[src/rtl/bsg_cache_non_blocking_dma_sched.sv]
// Round-robin scheduler sharing one non-blocking DMA engine among MHUs.
// Optional per-requester issue counters: BSG_CACHE_NON_BLOCKING_DMA_SCHED_STATS_EN.
module bsg_cache_non_blocking_dma_sched #(
  parameter int num_req_p       = 2,
  parameter int dma_cmd_width_p = 64,
  parameter int lg_req_lp       = (num_req_p > 1) ? $clog2(num_req_p) : 1
) (
  input  logic                                 clk_i,
  input  logic                                 reset_i,
  input  logic [num_req_p*dma_cmd_width_p-1:0] dma_cmd_i,
  input  logic [num_req_p-1:0]                 dma_cmd_v_i,
  output logic [num_req_p-1:0]                 dma_cmd_yumi_o,
  output logic [num_req_p-1:0]                 done_o,
  output logic [num_req_p-1:0]                 pending_o,
  input  logic [num_req_p-1:0]                 ack_i,
  output logic [dma_cmd_width_p-1:0]           dma_cmd_return_o,
  output logic [lg_req_lp-1:0]                 owner_id_o,
  output logic                                 owner_v_o,
  output logic [dma_cmd_width_p-1:0]           eng_dma_cmd_o,
  output logic                                 eng_dma_cmd_v_o,
  input  logic [dma_cmd_width_p-1:0]           eng_dma_cmd_return_i,
  input  logic                                 eng_done_i,
  input  logic                                 eng_pending_i,
`ifdef BSG_CACHE_NON_BLOCKING_DMA_SCHED_STATS_EN
  output logic [num_req_p*16-1:0]              issue_cnt_o,
`endif
  output logic                                 eng_ack_o
);

  typedef enum logic [1:0] {
    IDLE  = 2'd0,
    ISSUE = 2'd1,
    BUSY  = 2'd2
  } state_e;

  state_e               state_q, state_d;
  logic [lg_req_lp-1:0] rr_q, rr_d;
  logic [lg_req_lp-1:0] owner_q, owner_d;
  logic [lg_req_lp-1:0] pick;
  logic                 found;

  // State, round-robin pointer and owner registers
  always_ff @(posedge clk_i or posedge reset_i) begin
    if (reset_i) begin
      state_q <= IDLE;
      rr_q    <= '0;
      owner_q <= '0;
    end else begin
      state_q <= state_d;
      rr_q    <= rr_d;
      owner_q <= owner_d;
    end
  end

  // Find the first valid requester at or after rr_q, wrapping
  always_comb begin
    int j;
    logic [lg_req_lp-1:0] idx;
    pick  = '0;
    found = 1'b0;
    j     = 0;
    idx   = '0;
    for (int i = 0; i < num_req_p; i++) begin
      j = int'(rr_q) + i;
      if (j >= num_req_p) j = j - num_req_p;
      idx = lg_req_lp'(j);
      if (!found && dma_cmd_v_i[idx]) begin
        found = 1'b1;
        pick  = idx;
      end
    end
  end

  // Next-state logic and outputs
  always_comb begin
    state_d          = state_q;
    rr_d             = rr_q;
    owner_d          = owner_q;
    dma_cmd_yumi_o   = '0;
    done_o           = '0;
    pending_o        = '0;
    eng_dma_cmd_v_o  = 1'b0;
    eng_ack_o        = 1'b0;
    eng_dma_cmd_o    = dma_cmd_i[owner_q*dma_cmd_width_p +: dma_cmd_width_p];
    dma_cmd_return_o = eng_dma_cmd_return_i;
    owner_id_o       = owner_q;
    owner_v_o        = (state_q != IDLE);
    unique case (state_q)
      IDLE: begin
        if (found) begin
          owner_d = pick;
          state_d = ISSUE;
        end
      end
      ISSUE: begin
        eng_dma_cmd_v_o         = 1'b1;
        dma_cmd_yumi_o[owner_q] = 1'b1;
        // With a single requester this always wraps to 0
        if (owner_q == lg_req_lp'(num_req_p - 1)) rr_d = '0;
        else rr_d = owner_q + 1'b1;
        state_d = BUSY;
      end
      BUSY: begin
        pending_o[owner_q] = eng_pending_i;
        done_o[owner_q]    = eng_done_i;
        eng_ack_o          = eng_done_i & ack_i[owner_q];
        if (eng_ack_o) state_d = IDLE;
      end
      default: state_d = IDLE;
    endcase
  end

`ifdef BSG_CACHE_NON_BLOCKING_DMA_SCHED_STATS_EN
  logic [num_req_p*16-1:0] cnt_q, cnt_d;

  // Saturating per-requester issue counters
  always_comb begin
    cnt_d = cnt_q;
    for (int i = 0; i < num_req_p; i++) begin
      if (dma_cmd_yumi_o[i] && cnt_q[i*16 +: 16] != 16'hFFFF)
        cnt_d[i*16 +: 16] = cnt_q[i*16 +: 16] + 16'd1;
    end
  end

  // Counter register
  always_ff @(posedge clk_i or posedge reset_i) begin
    if (reset_i) cnt_q <= '0;
    else cnt_q <= cnt_d;
  end

  assign issue_cnt_o = cnt_q;
`endif

  // The granted MHU must keep its request up while its cmd is issued
  a_v_held_in_issue: assert property (
    @(posedge clk_i) disable iff (reset_i)
    (state_q == ISSUE) |-> dma_cmd_v_i[owner_q]
  );

endmodule

[config.mk]
export PLATFORM = sky130hd
export DESIGN_NAME = bsg_cache_non_blocking_dma_sched
export DESIGN_NICKNAME = d
export VERILOG_FILES = /design/src/rtl/bsg_cache_non_blocking_dma_sched.sv
export SDC_FILE = /design/constraint.sdc
export NUM_CORES = 1
export LEC_CHECK = 0
export CAP_MARGIN = 0
export CORE_AREA = 2 2 130 132
export DETAILED_ROUTE_END_ITERATION = 10
export DIE_AREA = 0 0 132 134
export GPL_TIMING_DRIVEN = 0
export MAX_ROUTING_LAYER = met4
export RECOVER_POWER = 100
export SLEW_MARGIN = 15
export SYNTH_ARGS = -nofsm -noshare
export SYNTH_HDL_FRONTEND = slang
export SYNTH_SLANG_ARGS = --single-unit
[constraint.sdc]
create_clock -name clk_i -period 2.6 [get_ports clk_i]
set_input_delay 0.52 -clock clk_i [delete_from_list [all_inputs] [get_ports clk_i]]
set_output_delay 0.52 -clock clk_i [all_outputs]
set_load 0.02 [all_outputs]
Yosys cells after proc, flatten, opt, wreduce, memory -nomap -nowiden
Cells that the tools add are included.
W data, S select, Z words.

word-level totals
  bits in registers = 4
  bits of input ports = 200
  output and inout port bits = 138

cells by class
  bitwise gates (word level) = 3
  order comparisons = 6
  add/sub/neg operators = 4
  shifts and indexed selects = 1
  equal/unequal tests = 4
  muxes and demuxes = 23
  reduce and logical (&&, ||, !) cells = 7

operators with widths
  cell                   number
  $shiftx A128 B8 Y64    1
  $mux W1                16
  $mux W2                5
  $lt A1 B2 Y1 const B   3
  $pmux W2 S3            1
  $and A2 B2 Y2          2
  $ne A2 B2 Y1 const B   2
  $reduce_and A2 Y1      2
  $add A1 B1 Y2 const B  1
  $eq A2 B1 Y1 const B   1
  $eq A2 B2 Y1 const B   1
  $ge A1 B2 Y1 const B   1
  $ge A2 B2 Y1 const B   1
  $logic_and A1 B1 Y1    2
  $logic_not A2 Y1       1
  $reduce_bool A2 Y1     1
  $sub A1 B1 Y1 const B  2
  $add A1 B1 Y1 const B  1
  $and A1 B1 Y1          1
  $demux W1 S1           1
  $ge A1 B1 Y1 const B   1
  $logic_not A1 Y1       1

Logic depth before layout (Yosys ltp)
  depth in word-level cells = 10
  gate-level depth with buffers = 3

Worst setup path before layout
Ideal clock, no wire load.

  kind = reg-to-output
  start point = register owner_q, in the netlist owner_id_o
  end point = output port pending_o[0]
  data arrival time = 1262 ps
  path slack = 818 ps
  cell stages (with the launch flop) = 4
  path through = dfrtp_1 -> buf_6 -> clkbuf_8 -> nor3_1

on the way
  longest elaborated chain between the ends = 6
  elaborated cells on any way between the ends = 7
  classes of those cells = order compare: 2; mux: 3; bitwise: 1; reduce/logical: 1

RTL lines
  what                                                                RTL line  text
  start, declared                                                     38        logic [lg_req_lp-1:0] owner_q, owner_d;
  start signal, assigned                                              51        owner_q <= owner_d;
  $lt A1 B2 Y1 (not written as such) or $ge A1 B1 Y1 (tied branches)  104       pending_o[owner_q] = eng_pending_i;
  $logic_and A1 B1 Y1 (not written as such)                           104
  $mux W1 (not written as such)                                       104
  $demux W1 S1 *                                                      104
  $and A2 B2 Y2 (no line) *                                           -
  $mux W2 *                                                           88        unique case (state_q)
  end, declared                                                       14        output logic [num_req_p-1:0] pending_o,

Every way passes the cells marked *; elsewhere a longest branch is shown, timed or not.

Worst setup path in the final report
  start point = register owner_q, in the netlist owner_id_o
  end point = output port eng_dma_cmd_o[56]

on the way
  longest elaborated chain between the ends = 1

RTL lines
  what                 RTL line  text
  $shiftx A128 B8 Y64  84        eng_dma_cmd_o = dma_cmd_i[owner_q*dma_cmd_width_p +: dma_cmd_width_p];
  end, declared        19        output logic [dma_cmd_width_p-1:0] eng_dma_cmd_o,

Every way passes these cells.

==> impl_metrics.json <==
{
  "rows": 47,
  "max-vdd-ir-drop_v": 0.0002193,
  "synth_area_per_cell_um2": 9.490,
  "die-area_um2": 17690,
  "overflow": 0,
  "holdPathEnd": "rr_q",
  "synth_top_area_cell": "mux2_2",
  "dpl_cell_area_um2": 4583,
  "antennaDiodeCount": 0,
  "ff2ff_path_depth": 3,
  "cts_hold_buffers": 0,
  "start_kind": "flop",
  "total_power_mw": 2.932,
  "fin_crit_ns": 2.491,
  "cts_buffers": 3,
  "critPathBufInv": 3,
  "area_growth_pct": 195.6,
  "worst_pin_slew_ns": 0.4958,
  "maxCapViolCount": 0,
  "worst-setup-path-type": "reg2out",
  "holdPathStages": 2,
  "viasPerCell": 3.367,
  "setup_viol": 0,
  "core_um2": 16290,
  "r2r_end": "state_q[1]",
  "synth-compound-area-share_pct": 2.065,
  "rsz0062_at_grt": "no",
  "fin_tns_setup_ns": 0,
  "min_period_over_period_pct": 95.82,
  "wl_per_cell_um": 14.00,
  "routed_wl_mm": 9.267,
  "r2r-start": "state_q[1]",
  "arrival_ns": 1.97,
  "netlist_area_um2": 1575,
  "antenna_found_initial": 0,
  "ios": 338,
  "clk_pin_slew_worst_paths_ns": 0.03,
  "ant_nets": 0,
  "place.port_buffers": 273,
  "synthAdderAreaFrac_pct": 0,
  "synth_top_area_share_pct": 45.75,
  "crit_required_ns": 2.08,
  "clk_latency_ns": 0.22,
  "drc": 0,
  "status": "complete, no violations",
  "fmax_ghz": 0.4014,
  "crit_family": "buffers and inverters",
  "cts_buffer_depth": 2,
  "ys_types": 23,
  "end_kind": "output port",
  "hp-class": "reg2reg",
  "final-max-slew-violation-count": 0,
  "synthSimpleGateAreaFrac_pct": 5.798,
  "fill_cells": 1724,
  "first_iter_violations": 30,
  "p_leak_nw": 1.891,
  "ys_seq_elements": 4,
  "start_util_pct": 9.670,
  "cts_sinks": 4,
  "cp_max_fo": 10,
  "cp_slowest_stage_delay_ns": 0.66,
  "synth.area.top_cells": "mux2_2 (46%), buf_4 (31%), dfrtp_1 (6.4%)",
  "power_density_nw_per_um2": 629.5,
  "cts_resized": 0,
  "synth_top_family_by_area": "multiplexers",
  "skew_ns": 0.002105,
  "die_w_um": 132,
  "yosys.area_share.xor_xnor_pct": 0.5560,
  "htree_num_levels": 1,
  "synthCells": 166,
  "firstDrtPassIters": 4,
  "worst_hold_slack_ns": 0.5237,
  "cp_slowest_cell": "dlygate4sd3_1",
  "num_vias": 2229,
  "final_util_pct": 28.59,
  "cts_root_buf": "clkbuf_16",
  "crit_chain": "buf_6, clkbuf_8, mux2_2, dlygate4sd3_1",
  "startpoint": "owner_id_o",
  "grt_pass1_vias": 2296,
  "cts_tree": "built",
  "hold_viol": 0,
  "r2r_slack_ns": 1.37,
  "ys_seq_area_share_pct": 6.354,
  "yosys_warnings": 0,
  "min_from": "rr_q",
  "muxShareOfSynthArea_pct": 46.39,
  "slew_headroom_pct": 66.95,
  "grt_pass1_wl_mm": 13.12,
  "grtUsageTotal_pct": 9.580,
  "dp_hpwl_mm": 8.187,
  "layout-drive-gt1-share_pct": 32.13,
  "layout.nets": 644,
  "post_cts_buffers": 0,
  "synth.net_count": 366,
  "fin_area_um2": 4657,
  "die_h_um": 134,
  "grt_max_degree": 11,
  "routabilityCongestion": 0.7792
}
-- cell type report --
cell class                      count  area (µm²)  share of cell area, %
Clock buffer                        3       75.07                  1.612
Multi-Input combinational cell     85       863.3                  18.54
Timing Repair Buffer              273        2733                  58.68
Sequential cell                     4       100.1                  2.149
Inverter                            3       11.26                 0.2418
Tap cell                          220       275.3                  5.911
Buffer                             74       599.3                  12.87
-- cell families (layout without fill, tap and decap cells) --
group	Yosys count	after routing
DFF	4	4
buffers and inverters	77	353
AOI/OAI and AO/OA	4	4
and+or+nand+nor	15	15
muxes	65	65
xor gates and xnor gates	1	1
-- through the flow --
stage	setup slack, ns	std cells
5_1_grt	0.03225	662
6_report	0.1087	662
3_5_place_dp	0.2011	659
2_1_floorplan	0.8183	166
4_1_cts	0.07863	662
3_3_place_gp	0.1972	659
-- Yosys cell counts --
library cell and instances:
xor2_1 1, dfrtp_1 4, inv_1 3, nor3_1 1, nor2_1 4, nor2b_1 1
nor2b_4 1, nand2_1 1, or2_2 1, nor3b_1 2, nand3b_1 1, and2_1 1
and3_1 2, o31a_1 1, clkbuf_8 7, buf_4 65, o21bai_1 1, mux2i_1 1
buf_6 1, mux2_2 64, a2bb2oi_1 1, a211oi_1 1, buf_2 1
-- state kept, by name, indices dropped and copies added (netlist names) --
signal / count
state_q: 2
rr_q: 1
owner_id_o: 1
-- layout by cell type, fill, tap and decap left out, drive strengths merged, types with 2 or more instances in the layout --
cell type	synthesis	layout
clkdlybuf4s50	0	146
dlygate4sd3	0	127
buf	67	66
mux2	64	64
clkbuf	7	11
nor2	4	4
dfrtp	4	4
inv	3	3
nor3b	2	2
and3	2	2
nor2b	2	2
-- how the worst max path moves through the flow --
stage                                    to  cells past startpoint
after detailed placement          eng_ack_o                      4
after global routing      eng_dma_cmd_o[48]                      4
after global placement            eng_ack_o                      4
final                     eng_dma_cmd_o[56]                      4
after floorplan                pending_o[0]                      3
after CTS                 eng_dma_cmd_o[47]                      4
-- power by group --
| group | total (mW) | switching, mW | internal [mW] |
|---|---|---|---|
| Combinational | 2.59 | 1.21 | 1.38 |
| Sequential | 0.106 | 0.0114 | 0.0944 |
| Clock | 0.237 | 0.0408 | 0.196 |
| Total | 2.93 | 1.26 | 1.67 |
-- routing by layer --
metal / vias to the layer above / GRT usage (%) / wire, µm
met5: - / - / 0
met4: 0 / 1.449 / 82
met3: 8 / 2.419 / 898
met2: 189 / 17.68 / 4778
met1: 979 / 10.59 / 3508
li1: 1053 / - / -
-- worst reg2reg max path, delay by kind of cell, from the launching register on --
kind | cells | cell delay (ns)
buffers and inverters | 1 | 0.39
DFF | 1 | 0.31
AOI/OAI and AO/OA | 1 | 0.31
and+or+nand+nor | 1 | 0.10
Power figures use the tool's default switching activity.
==> variant 1, RTL diff (same flow settings) <==
The parameter `num_req_p` goes from 2 to 1.
--- a/src/rtl/bsg_cache_non_blocking_dma_sched.sv
+++ b/src/rtl/bsg_cache_non_blocking_dma_sched.sv
@@ -1,7 +1,7 @@
 // Round-robin scheduler sharing one non-blocking DMA engine among MHUs.
 // Optional per-requester issue counters: BSG_CACHE_NON_BLOCKING_DMA_SCHED_STATS_EN.
 module bsg_cache_non_blocking_dma_sched #(
-  parameter int num_req_p       = 2,
+  parameter int num_req_p       = 1,
   parameter int dma_cmd_width_p = 64,
   parameter int lg_req_lp       = (num_req_p > 1) ? $clog2(num_req_p) : 1
 ) (
Ports: changed (6 resized); port bits go from 338 to 269. No check against the original RTL was run, so the function may have changed too.
==> variant 1 against the unedited design <==
Critical path depth unchanged; design area shrank 39%; sequential cell count shrank 2; setup slack improved by 0.11 ns; synthesized cell count is 13% lower; routed wire length down 53%; synthesized area fell by 31%; clock power down 3%; power down 71%; non-clock buffer count down 78; global-route usage shrank 5.0 points.
==> variant 1: results (changes against the unedited design) <==
[placed_design]
port_buffers=139  ; was 273
dp.cells=503  ; was 659
place_area_um2=2760  ; was 4580 µm²
hpwl_mm=4.23  ; was 8.19 mm
place_congestion=0.708  ; was 0.779

[timing]
whs_ns=0.563  ; was 0.524 ns
finalClockSkew_ns=0.000830  ; was 0.00211 ns

[worst_hold_path]
hold_start=state_q[1]  ; was rr_q
min_to=state_q[0]  ; was rr_q

[detailed_routing]
vias=1222  ; was 2229
wirelength_mm=4.40  ; was 9.27 mm
viasPerCell=2.42  ; was 3.37
first_iter_violations=19  ; was 30

[final_layout]
fin_nets=422  ; was 644
drive_above_1_share_pct=46.9  ; was 32.1%
layout.filler_cells=1841  ; was 1724

[critical_path]
r2r_setup_slack_ns=1.77  ; was 1.37 ns
crit_fanout=2  ; was 10
crit_family=buffers and inverters  ; unchanged
slowest_delay_ns=0.60  ; was 0.66 ns
worstRegToRegCells=2  ; was 3
critical-path-slowest-cell=clkdlybuf4s50_1  ; was dlygate4sd3_1

[global_routing]
grt_pass1_wl_mm=6.04  ; was 13.1 mm
grt_usage_pct=4.54  ; was 9.58%
grt_start_max_net_pins=5  ; was 11

[logic_synthesis]
synthCells=144  ; was 166
netlist-cell-type-count=11  ; was 23
yosysWarnings=0  ; unchanged
ys_seq_area_share_pct=4.58  ; was 6.35%
yosys-top-cells-area=buf_4 89%, dfrtp_1 4.6%, and2_1 1.1%  ; was mux2_2 46%, buf_4 31%, dfrtp_1 6.4%
synth_commonest_cells=130 x buf_4, 2 x and2_1, 2 x dfrtp_1, 2 x inv_1, 2 x nor2b_1  ; was 65 x buf_4, 64 x mux2_2, 7 x clkbuf_8, 4 x dfrtp_1, 4 x nor2_1
syn-num-nets=278  ; was 366

[run_status]
status=finished clean  ; unchanged

[clock_network]
clock_latency_ns=0.22  ; about the same
htreeDepth=1  ; unchanged

[power_and_ir_drop]
leakagePower_nw=1.32  ; was 1.89 nW
peakVddDrop_uv=133  ; was 219 µV

variant 1: power by group through the flow:
stage / Sequential [mW] / Clock (mW) / Combinational [mW]
detailed placement: 0.0507 / 0 / 0.648
global route: 0.0519 / 0.237 / 0.618
floorplan: 0.0491 / 0 / 0.371
global placement: 0.0506 / 0 / 0.647
CTS: 0.0503 / 0.234 / 0.649
finish: 0.0503 / 0.229 / 0.585
variant 1: per-layer routing:
metal  wire length, µm  vias up  track usage (%)
met1              1320      481             4.22
met5                 0        -                -
met3               640        4             1.55
met4                85        0             2.54
li1                  -      584                -
met2              2350      153             8.19
variant 1: how the worst max path moves through the flow:
stage          startpoint               to  depth (start not counted)
4_1_cts             ack_i        eng_ack_o                          4
2_1_floorplan  state_q[0]  eng_dma_cmd_v_o                          2
3_3_place_gp        ack_i        eng_ack_o                          4
5_1_grt             ack_i        eng_ack_o                          4
6_report            ack_i        eng_ack_o                          4
3_5_place_dp        ack_i        eng_ack_o                          4
variant 1: final cells by class:
class,count,share of cell area (%)
plain buffers,130,34.4
clock buffers,3,2.65
inverters,2,0.265
multi-input cells,10,2.08
flip-flops and latches,2,1.77
well taps,220,9.71
repair buffers,139,49.1
variant 1: per-stage QoR:
| step | util (%) | worst slack [ns] |
|---|---|---|
| finish | 17.4 | 0.220 |
| detailed placement | 16.9 | 0.255 |
| CTS | 17.4 | 0.255 |
| floorplan | - | 1.10 |
| global placement | 16.9 | 0.249 |
| global route | 17.4 | 0.141 |
variant 1: worst min-delay path, stage by stage (launching register included):
cell     delay (ns)
dfrtp_1        0.34
or2_1          0.13
nor2_1         0.05
variant 1: logic make-up after synthesis:
kind of cell | count (synthesis) | synth area share (%)
buffers and inverters | 132 | 90.0
and+or+nand+nor | 8 | 4.35
DFF | 2 | 4.58
AOI/OAI and AO/OA | 1 | 0.688
other | 1 | 0.343
==> variant 2, RTL diff (config.mk and constraints unchanged) <==
Made on the original files. Encoding of `state_e`: now one-hot (3 bits for 3 states).
--- a/src/rtl/bsg_cache_non_blocking_dma_sched.sv
+++ b/src/rtl/bsg_cache_non_blocking_dma_sched.sv
@@ -27,10 +27,10 @@
   output logic                                 eng_ack_o
 );
 
-  typedef enum logic [1:0] {
-    IDLE  = 2'd0,
-    ISSUE = 2'd1,
-    BUSY  = 2'd2
+  typedef enum logic [2:0] {
+    IDLE  = 3'b001,
+    ISSUE = 3'b010,
+    BUSY  = 3'b100
   } state_e;
 
   state_e               state_q, state_d;
Behaviour: same outputs for any inputs over 10 cycles, from zero or initial values and one cycle with reset_i high; not proved beyond that.
==> variant 2 against the unedited design <==
Design area shrank 0.32%; via count grew 0.27%; sequential share of layout area grew 0.57 points; clock skew shrank 0.0014 ns; worst hold slack lost 0.028 ns; power shrank 1.5%; routed wire length shrank 4.5%; synthesized cell count grew 1.8%; count of clock-buffer cells in the layout grew 1; synthesized area shrank 1.6%; largest power group unchanged; sequential cell count grew 1; setup slack lost 0.035 ns; critical path depth grew 1.
==> variant 2: results (changes against the unedited design) <==
[final_layout]
drive_above_1_share_pct=33.0  ; was 32.1%
largest_reg_flops=3  ; was 2
fin_nets=647  ; was 644

[critical_path]
critical-path-slowest-cell=clkdlybuf4s50_1  ; was dlygate4sd3_1
rr_startpoint=state_q[0]  ; was state_q[1]
crit_fanout=3  ; was 10
crit_end=eng_ack_o  ; was eng_dma_cmd_o[56]
r2r_setup_slack_ns=1.36
r2r-end=owner_id_o  ; was state_q[1]
cp-startpoint=ack_i[0]  ; was owner_id_o
slowest_delay_ns=0.63  ; was 0.66 ns
worstSetupPathType=in -> out  ; was reg -> out

[logic_synthesis]
netlist-cell-type-count=24  ; was 23
syn-num-nets=369  ; was 366
synth_commonest_cells=65 x mux2_2, 64 x buf_4, 8 x buf_2, 4 x dfrtp_1  ; was 65 x buf_4, 64 x mux2_2, 7 x clkbuf_8, 4 x dfrtp_1, 4 x nor2_1
yosys-top-cells-area=mux2_2 47%, buf_4 31%, dfrtp_1 6.5%  ; was mux2_2 46%, buf_4 31%, dfrtp_1 6.4%
ys_seq_area_share_pct=8.15  ; was 6.35%
postSynthAreaPerCell_um2=9.17  ; was 9.49 µm²
ys.flop_type=dfrtp_1  ; unchanged

[power_and_ir_drop]
leakagePower_nw=1.85  ; was 1.89 nW
peakVddDrop_uv=291  ; was 219 µV

[placed_design]
dp_slack_ns=0.0204  ; was 0.201 ns
dp.cells=662  ; was 659
hpwl_mm=7.88  ; was 8.19 mm
place_congestion=0.800  ; was 0.779

[detailed_routing]
viasPerCell=3.36  ; was 3.37
first_iter_violations=32  ; was 30

[run_status]
status=finished clean  ; unchanged

[global_routing]
grt_pass1_vias=2322  ; was 2296
antenna_found_initial=0  ; unchanged
grt_pass1_wl_mm=12.3  ; was 13.1 mm
grt_start_max_net_pins=11  ; unchanged

[timing]
worst_pin_slew_ns=0.374  ; was 0.496 ns
finalClockSkew_ns=0.000666  ; was 0.00211 ns
fmax_mhz=396  ; was 401 MHz

[clock_network]
clockBufferDepth=2  ; unchanged

[worst_hold_path]
hold_depth=1  ; was 2
hold_start=rr_q  ; unchanged
min_to=rr_q  ; unchanged

-- variant 2: changes by cell type after synthesis, sizes merged, moves of 2 or more --
cell    unedited run  this run
buf               67        72
nor2b              2         0
clkbuf             7         0
a21o               0         2
-- variant 2: cells by family after synthesis --
group,synth area share [%]
buffers and inverters,34.5
multiplexers,47.2
AND/OR/NAND/NOR,7.59
AO/OA/AOI/OAI,2.50
flip-flops,8.15
-- variant 2: critical path, delay by kind of cell --
kind,cells,cell delay [ns]
buffers and inverters,2,1.08
multiplexers,1,0.17
AND/OR/NAND/NOR,2,0.23
-- variant 2: per-layer routing --
layer	vias to the layer above	track usage, %	wire length, µm
met5	-	-	0
met4	0	2.17	116
met3	6	2.15	845
met2	164	17.5	4780
met1	993	8.95	3110
li1	1072	-	-
-- variant 2: through the flow --
step / util, % / hold WS (ns) / area [µm²]
floorplan: - / 0.298 / 1550
global placement: 28.0 / 0.464 / 4560
detailed placement: 28.0 / 0.482 / 4560
CTS: 28.5 / 0.500 / 4640
global route: 28.5 / 0.551 / 4640
finish: 28.5 / 0.496 / 4640
-- variant 2: cell type report --
cell class                 count  area (µm²)
sequential                     5         126
inverter                       4        15.0
timing repair buffer         273        2730
clock buffer                   4        78.8
fill                        1720       11600
tap                          220         275
buffer                        72         526
multi-input combinational     88         888
-- variant 2: power by group --
group / leakage [nW] / total, mW / internal, mW / switching, mW
registers: 0.0609 / 0.155 / 0.122 / 0.0338
clock network: 0.0382 / 0.250 / 0.203 / 0.0471
logic: 1.75 / 2.48 / 1.37 / 1.12
total: 1.85 / 2.89 / 1.69 / 1.20
-- variant 2: timing repair --
action                                  CTS  global route
gates resized for setup                   1             1
hold buffers                              0             0
endpoints found under the setup margin   63            22
